File: config.mk
export PLATFORM = sky130hd
export DESIGN_NAME = dmem_arbiter
export DESIGN_NICKNAME = d
export VERILOG_FILES = /design/src/rtl/dmem_arbiter.sv
export SDC_FILE = /design/constraint.sdc
export NUM_CORES = 1
export LEC_CHECK = 0
export BUFFER_PORTS_ARGS = -buffer_cell sky130_fd_sc_hd__buf_2
export CAP_MARGIN = 15
export CORE_ASPECT_RATIO = 0.7
export CORE_MARGIN = 2
export CORE_UTILIZATION = 44
export DETAILED_ROUTE_END_ITERATION = 16
export PLACE_DENSITY = 0.84
export SLEW_MARGIN = 10
export SYNTH_ARGS = -nofsm -noshare
export SYNTH_HDL_FRONTEND = slang
export SYNTH_SLANG_ARGS = --single-unit
File: constraint.sdc
create_clock -name clk -period 1.8 [get_ports clk]
set_input_delay 0.09 -clock clk [delete_from_list [all_inputs] [get_ports clk]]
set_output_delay 0.09 -clock clk [all_outputs]
set_load 0.005 [all_outputs]
File: src/rtl/dmem_arbiter.sv
// Round-robin arbiter and sequencer between the core load/store path (port 0) and the
// loader/debug port (port 1), with alignment/funct3 checking in front of datamemory.
module dmem_arbiter #(
    parameter int DM_ADDRESS = 9,
    parameter int DATA_W     = 32
) (
    input  logic                  clk,
    input  logic                  reset,
    input  logic                  req0,
    input  logic                  req1,
    input  logic                  we0,
    input  logic                  we1,
    input  logic [DM_ADDRESS-1:0] addr0,
    input  logic [DM_ADDRESS-1:0] addr1,
    input  logic [DATA_W-1:0]     wdata0,
    input  logic [DATA_W-1:0]     wdata1,
    input  logic [2:0]            funct3_0,
    input  logic [2:0]            funct3_1,
    output logic                  ack0,
    output logic                  ack1,
    output logic                  err0,
    output logic                  err1,
    output logic [DATA_W-1:0]     rdata,
    output logic                  MemRead,
    output logic                  MemWrite,
    output logic [DM_ADDRESS-1:0] a,
    output logic [DATA_W-1:0]     wd,
    output logic [2:0]            Funct3,
    input  logic [DATA_W-1:0]     rd
);

    typedef enum logic [1:0] {
        IDLE  = 2'd0,
        ISSUE = 2'd1,
        RESP  = 2'd2
    } state_t;

    state_t r_state;
    state_t w_state_next;

    logic r_last;
    logic r_winner;
    logic r_we;
    logic r_bad;

    logic                  w_any_req;
    logic                  w_win_id;
    logic                  w_sel_we;
    logic [DM_ADDRESS-1:0] w_sel_addr;
    logic [DATA_W-1:0]     w_sel_wdata;
    logic [2:0]            w_sel_funct3;
    logic                  w_sel_bad;

    function automatic logic access_bad(input logic we, input logic [2:0] f3,
                                        input logic [1:0] lsb);
        logic illegal;
        logic misaligned;
        if (we) begin
            illegal = !(f3 == 3'b000 || f3 == 3'b001 || f3 == 3'b010);
        end else begin
            illegal = !(f3 == 3'b000 || f3 == 3'b001 || f3 == 3'b010 ||
                        f3 == 3'b100 || f3 == 3'b101);
        end
        misaligned = (f3 == 3'b010 && lsb != 2'b00) ||
                     ((f3 == 3'b001 || f3 == 3'b101) && lsb[0]);
        return illegal || misaligned;
    endfunction

    // On a tie the requester that did not win last time gets the grant.
    assign w_any_req    = req0 || req1;
    assign w_win_id     = (req0 && req1) ? ~r_last : req1;
    assign w_sel_we     = w_win_id ? we1      : we0;
    assign w_sel_addr   = w_win_id ? addr1    : addr0;
    assign w_sel_wdata  = w_win_id ? wdata1   : wdata0;
    assign w_sel_funct3 = w_win_id ? funct3_1 : funct3_0;
    assign w_sel_bad    = access_bad(w_sel_we, w_sel_funct3, w_sel_addr[1:0]);

    always_ff @(posedge clk) begin
        if (reset) begin
            r_state <= IDLE;
        end else begin
            r_state <= w_state_next;
        end
    end

    always_comb begin
        w_state_next = r_state;
        case (r_state)
            IDLE:    if (w_any_req) w_state_next = ISSUE;
            ISSUE:   w_state_next = RESP;
            RESP:    w_state_next = IDLE;
            default: w_state_next = IDLE;
        endcase
    end

    always_comb begin
        MemRead  = 1'b0;
        MemWrite = 1'b0;
        ack0     = 1'b0;
        ack1     = 1'b0;
        err0     = 1'b0;
        err1     = 1'b0;
        case (r_state)
            ISSUE: begin
                MemRead  = !r_bad && !r_we;
                MemWrite = !r_bad && r_we;
            end
            RESP: begin
                ack0 = !r_winner;
                ack1 = r_winner;
                err0 = !r_winner && r_bad;
                err1 = r_winner && r_bad;
            end
            default: ;
        endcase
    end

    // Request fields are captured at grant, so requesters may change them once acked.
    always_ff @(posedge clk) begin
        if (reset) begin
            r_last   <= 1'b1;
            r_winner <= 1'b0;
            r_we     <= 1'b0;
            r_bad    <= 1'b0;
            a        <= '0;
            wd       <= '0;
            Funct3   <= '0;
            rdata    <= '0;
        end else begin
            case (r_state)
                IDLE: begin
                    if (w_any_req) begin
                        r_winner <= w_win_id;
                        r_we     <= w_sel_we;
                        r_bad    <= w_sel_bad;
                        a        <= w_sel_addr;
                        wd       <= w_sel_wdata;
                        Funct3   <= w_sel_funct3;
                    end
                end
                ISSUE: rdata <= (!r_bad && !r_we) ? rd : '0;
                RESP:  r_last <= r_winner;
                default: ;
            endcase
        end
    end

endmodule

==> qor.csv, run 1 <==
stage,metric,value,unit
flow_run,cap_violations,0,
cts,cts-buffers-inserted,9,
power_and_ir_drop,power_frac_seq,0.440,
routing,drc,0,
routing,vias,3507,
yosys,synth_edf_count,0,
routing,drtAntennaViolNets,0,
timing,timing.final.crit_share,0.899,
cts,cts_tree,built,
timing,tightest_slew,650,ps
timing,max_freq,618,MHz
yosys,synth-seq-cells,82,
cells_and_area,nNetsFinal,676,
cells_and_area,drive_above_1_share,0.477,
timing,fin_worst_skew,4.56,ps
global_routing,grt_start_max_net_pins,53,
global_routing,grt_pass1_wl,15.8,mm
setup_path,ff2ff_setup_slack,240,ps
power_and_ir_drop,internal_power,3.46,mW
setup_path,timing.rr.start,r_last,
placement,dp.final_hpwl,7.02,mm
power_and_ir_drop,p_clk_frac,0.351,
setup_path,cp.arrival,1530,ps
placement,port_buffers,207,
global_routing,antenna_found_initial,0,
cts,worstSkewPairLatency,320,ps
yosys,ys_warn_count,0,
power_and_ir_drop,power,4.72,mW
timing,period_minus_slack,1620,ps
cells_and_area,fill_cells,616,
yosys,syn_avg_cell_area,10.3,um2
setup_path,cpPeakStageDelay,380,ps
die,initial_utilization,0.453,
yosys,netlist_area,3560,um2
placement,gp_congestion,0.777,
die,die_h,79.3,um
yosys,synth.most_common_cell,dfxtp_1,
cells_and_area,area_growth,42.3,%
yosys,yosysUniqueCellTypes,29,
setup_path,crit_path_start,r_bad,
power_and_ir_drop,vdd_ir_drop_max,0.639,mV
yosys,seq_area_frac_synth,0.461,
setup_path,worstSetupStartpointType,flip-flop,
die,row_count,27,
yosys,synth_top_area_frac,0.461,
cts,clock-sinks,82,
setup_path,r2r_cells,4,
routing,vias_per_cell,5.35,
power_and_ir_drop,leakage,2.35,nW
yosys,synthTopCellsByCount,"dfxtp_1 (82), a21oi_1 (47), mux2i_1 (45)",
global_routing,groute.usage.overall,0.219,
die,die_x,112,um
yosys,async_reset_ff_frac,0,
timing,finalMaxSlewViolations,0,
die,die_area,8850,um2
yosys,syn_nets,471,
cts,root_buffer,clkbuf_16,
timing,setup_viol,0,
routing,drt-initial-drc-count,131,
cts,htree_levels,3,
timing,rsz0062_at_grt,false,
routing,wl_per_cell,15.3,um
setup_path,crit_required,1710,ps
power_and_ir_drop,swShare,0.266,
power_and_ir_drop,p_per_area,930,nW/um2
cts,cts.reportedPaths.clkPinSlew,60,ps
setup_path,path_class,flip-flop to output pin,
yosys,syn_inst,345,
hold_path,hold_class,primary input to flip-flop,
power_and_ir_drop,combPwrFrac,0.210,
setup_path,crit_slowest_cell,dfxtp_1,
setup_path,endpoint,MemRead,
setup_path,path_max_fanout,33,
die,coreArea,7870,um2
cts,max-clock-path-buffers,2,
setup_path,cp-end-kind,output pin,
outcome,outcome,"finished, final reports clean",
hold_path,hp-start,rd[5],
timing,hold_viol,0,
global_routing,grt_pass1_vias,3449,
timing,setup-tns-final,0,ps
timing,max-slew-margin-rel,0.566,
power_and_ir_drop,power_switching,1.25,mW
yosys,ys.flop_type,dfxtp_1,
die,io_pins,208,
yosys,synth.area.top_cells,"dfxtp_1 (46%), mux2i_1 (13%), a211oi_2 (11%)",
routing,drtPass1Iterations,5,
setup_path,path_cells,nor4b_4 > buf_4 > buf_2,
setup_path,r2r_end,wd[19],
global_routing,grt_overflow_total,0,
yosys,yosys.area.top_type,dfxtp_1,
routing,wl,10.0,mm
-- worst max-delay path: cells and delay by family (launching register included) --
family                 cells  cell delay, ps
buffers and inverters      2             540
AND/OR/NAND/NOR            1             280
flip-flops                 1             380
-- power by group through the flow --
| stage | registers, mW | logic [mW] | clock network, mW |
|---|---|---|---|
| 3_3_place_gp | 2.10 | 0.932 | 0 |
| 6_report | 2.07 | 0.988 | 1.65 |
| 2_1_floorplan | 2.12 | 0.562 | 0 |
| 3_5_place_dp | 2.11 | 0.966 | 0 |
| 5_1_grt | 2.09 | 1.08 | 1.78 |
| 4_1_cts | 2.07 | 0.992 | 1.71 |
-- per-layer routing --
metal / track usage / share of wire / vias to the layer above
met4: 0.0741 / 0.010 / 0
met1: 0.245 / 0.41 / 1656
met2: 0.402 / 0.51 / 148
met5: 0 / 0 / -
met3: 0.0649 / 0.073 / 10
li1: - / - / 1693
-- worst min path at each step --
stage                           end  slack (ps)  cells past startpoint
after floorplan            rdata[0]         240                      2
after global placement    rdata[11]         320                      3
after detailed placement   rdata[1]         330                      3
after CTS                  rdata[5]           2                      3
after global routing      rdata[29]          10                      3
final                      rdata[5]          10                      3
-- through the flow --
| step | util | worst slack (ps) | hold WS, ps | instances | instance area (um2) |
|---|---|---|---|---|---|
| 2_1_floorplan | - | 552 | 238 | 345 | 3560 |
| 3_3_place_gp | 0.590 | 294 | 325 | 625 | 4640 |
| 3_5_place_dp | 0.590 | 229 | 334 | 625 | 4640 |
| 4_1_cts | 0.644 | 168 | 2.10 | 655 | 5070 |
| 5_1_grt | 0.644 | 101 | 14.2 | 655 | 5070 |
| 6_report | 0.644 | 182 | 11.8 | 656 | 5070 |
-- layout by cell type (no fill, tap or decap), types with 2 or more instances in the layout --
cell type      count
a22oi_1           32
buf_12             3
a211oi_1          15
buf_4              7
nand2b_1           2
dfxtp_1           82
a211oi_2          30
buf_2            206
clkbuf_16          9
nor2_1            35
dlygate4sd3_1     15
clkbuf_8           2
a21oi_1           47
and2_1             2
mux2i_1           45
clkbuf_1           2
-- repair_timing --
action                                 CTS  global route
gates resized for setup                  0             0
hold buffers                            15             0
endpoints found under the hold margin   15             0
buffers inserted                         0             0
-- layout make-up --
class	instances	area (um2)	share of cell area
Clock buffer	13	260	0.0513
Sequential cell	82	1640	0.324
Multi-Input combinational cell	225	1730	0.341
Tap cell	101	126	0.0249
Antenna cell	1	2.50	0.000494
Timing Repair Buffer	231	1290	0.255
Inverter	1	3.75	0.000740
Clock inverter	2	12.5	0.00247
-- registers in the layout (all words and copies together) (netlist names) --
| signal | flops |
|---|---|
| wd | 32 |
| r_winner | 1 |
| r_bad | 1 |
| r_state | 2 |
| Funct3 | 3 |
| r_last | 1 |
| rdata | 32 |
| r_we | 1 |
| a | 9 |
-- cells by family after synthesis --
logic type             share of synthesized area
AO/OA/AOI/OAI                              0.287
buffers and inverters                     0.0586
flip-flops                                 0.461
multiplexers                               0.126
AND/OR/NAND/NOR                           0.0678
(Power assumes the default switching activity.)
==> run 2, diff against run 1 <==
--- a/config.mk
+++ b/config.mk
@@ -5,7 +5,7 @@
 export SDC_FILE = /design/constraint.sdc
 export NUM_CORES = 1
 export LEC_CHECK = 0
-export BUFFER_PORTS_ARGS = -buffer_cell sky130_fd_sc_hd__buf_2
+export BUFFER_PORTS_ARGS = -buffer_cell sky130_fd_sc_hd__clkbuf_2
 export CAP_MARGIN = 15
 export CORE_ASPECT_RATIO = 0.7
 export CORE_MARGIN = 2
==> run 2 against run 1 <==
Die area is the same. Hold slack lost 5.9 ps. Critical path type unchanged. Via count shrank 2.3%. Flip-flop and latch count is the same.
==> qor.csv, run 2 (synthesis gave the netlist of run 1 again) <==
stage,metric,value,unit
outcome,outcome,"finished, final reports clean",
cells_and_area,fill_cells,639,
setup_path,path_class,flip-flop to output pin,
die,row_count,27,
die,die_area,8850,um2
cts,htree_levels,3,
cells_and_area,nNetsFinal,669,
routing,drtAntennaViolNets,0,
power_and_ir_drop,power_frac_seq,0.436,
timing,max_freq,608,MHz
cells_and_area,final_cell_mix,"clkbuf_2 (206), dfxtp_1 (82), a21oi_1 (47)",
cts,cts_setup_buffers,0,
timing,rsz0062_at_grt,false,
placement,gp_congestion,0.777,
cts,cts_tree,built,
power_and_ir_drop,leakage,2.30,nW
timing,hold_viol,0,
cts,cts_hold_buf,9,
die,io_pins,208,
cts,cts.reportedPaths.clkPinSlew,70,ps
routing,vias,3428,
routing,drtPass1Iterations,4,
hold_path,hold_class,primary input to flip-flop,
cells_and_area,final_core_util,0.637,
global_routing,grt_overflow_total,0,
setup_path,path_max_fanout,33,
global_routing,grt_pass1_vias,3299,
cts,root_buffer,clkbuf_16,
power_and_ir_drop,swShare,0.280,
power_and_ir_drop,power_switching,1.33,mW
routing,vias_per_cell,5.28,
cells_and_area,diodes,0,
timing,setup-tns-final,0,ps
timing,fin_worst_skew,8.66,ps
setup_path,cp-end-kind,output pin,
global_routing,antenna_found_initial,0,
routing,drc,0,
power_and_ir_drop,internal_power,3.44,mW
cells_and_area,reg.largest.list,"rdata: 32 flops, wd: 32 flops, a: 9 flops",
cells_and_area,layout_commonest_cell,clkbuf_2,
timing,period_minus_slack,1650,ps
die,coreArea,7870,um2
cells_and_area,area_growth,40.7,%
cts,max-clock-path-buffers,2,
power_and_ir_drop,p_clk_frac,0.361,
die,initial_utilization,0.453,
timing,max-slew-margin-rel,0.567,
setup_path,cp.arrival,1560,ps
cts,cts_resized,0,
die,die_h,79.3,um
power_and_ir_drop,power,4.77,mW
cts,cts-buffers-inserted,9,
setup_path,crit_required,1710,ps
placement,dpl.cell_count,624,
timing,finalMaxSlewViolations,0,
timing,setup_viol,0,
power_and_ir_drop,combPwrFrac,0.203,
routing,drt-initial-drc-count,160,
timing,tightest_slew,650,ps
cells_and_area,stdcell_count,649,
power_and_ir_drop,p_per_area,951,nW/um2
placement,dp.final_hpwl,6.93,mm
placement,port_buffers,207,
flow_run,cap_violations,0,
cts,worstSkewPairLatency,320,ps
global_routing,grt_start_max_net_pins,55,
global_routing,grt_pass1_wl,15.4,mm
cells_and_area,drive_above_1_share,0.485,
setup_path,worstSetupStartpointType,flip-flop,
die,die_x,112,um
power_and_ir_drop,vdd_ir_drop_max,0.524,mV
routing,wl,9.74,mm
routing,wl_per_cell,15.0,um
cts,clock-sinks,82,
timing,timing.final.crit_share,0.914,
global_routing,groute.usage.overall,0.213,
run 2: area by class of cell:
| cell class | count | area [um2] | share of cell area |
|---|---|---|---|
| sequential | 82 | 1640 | 0.327 |
| clock buffer | 10 | 239 | 0.0477 |
| clock inverter | 6 | 47.5 | 0.00948 |
| inverter | 1 | 3.75 | 0.000749 |
| timing repair buffer | 224 | 1230 | 0.245 |
| tap | 101 | 126 | 0.0252 |
| multi-input combinational | 225 | 1730 | 0.345 |
run 2: per-layer routing:
layer,GRT usage,up-vias,share of wire
li1,-,1687,-
met1,0.260,1591,0.43
met2,0.372,142,0.49
met3,0.0595,8,0.066
met4,0.0642,0,0.010
met5,0,-,0
run 2: worst paths after layout:
| check | from | endpoint | slack (ps) | cells after the start |
|---|---|---|---|---|
| worst max-delay path | r_bad | MemRead | 150 | 3 |
| worst min register to register | rdata[23] | rdata[23] | 510 | 2 |
| worst min-delay path | rd[25] | rdata[25] | 6 | 3 |
| worst max register to register | r_last | wd[13] | 210 | 4 |
run 2: power groups by stage:
| stage | logic (mW) | clock network [mW] | registers, mW |
|---|---|---|---|
| after floorplan | 0.562 | 0 | 2.12 |
| after global placement | 0.934 | 0 | 2.11 |
| after detailed placement | 0.956 | 0 | 2.12 |
| after CTS | 0.974 | 1.77 | 2.08 |
| after global routing | 1.06 | 1.86 | 2.10 |
| final | 0.968 | 1.72 | 2.08 |
run 2: metrics by stage:
stage               setup slack (ps)  area (um2)  hold slack [ps]
floorplan                        552        3560              238
global placement                 292        4640              325
detailed placement               189        4640              335
CTS                              131        5010             1.00
global route                    57.3        5010             11.4
finish                           155        5010             5.90
run 2: critical path: stages (launching register included):
cell      delay (ps)
dfxtp_1          380
nor4b_4          300
buf_4            360
clkbuf_2         180
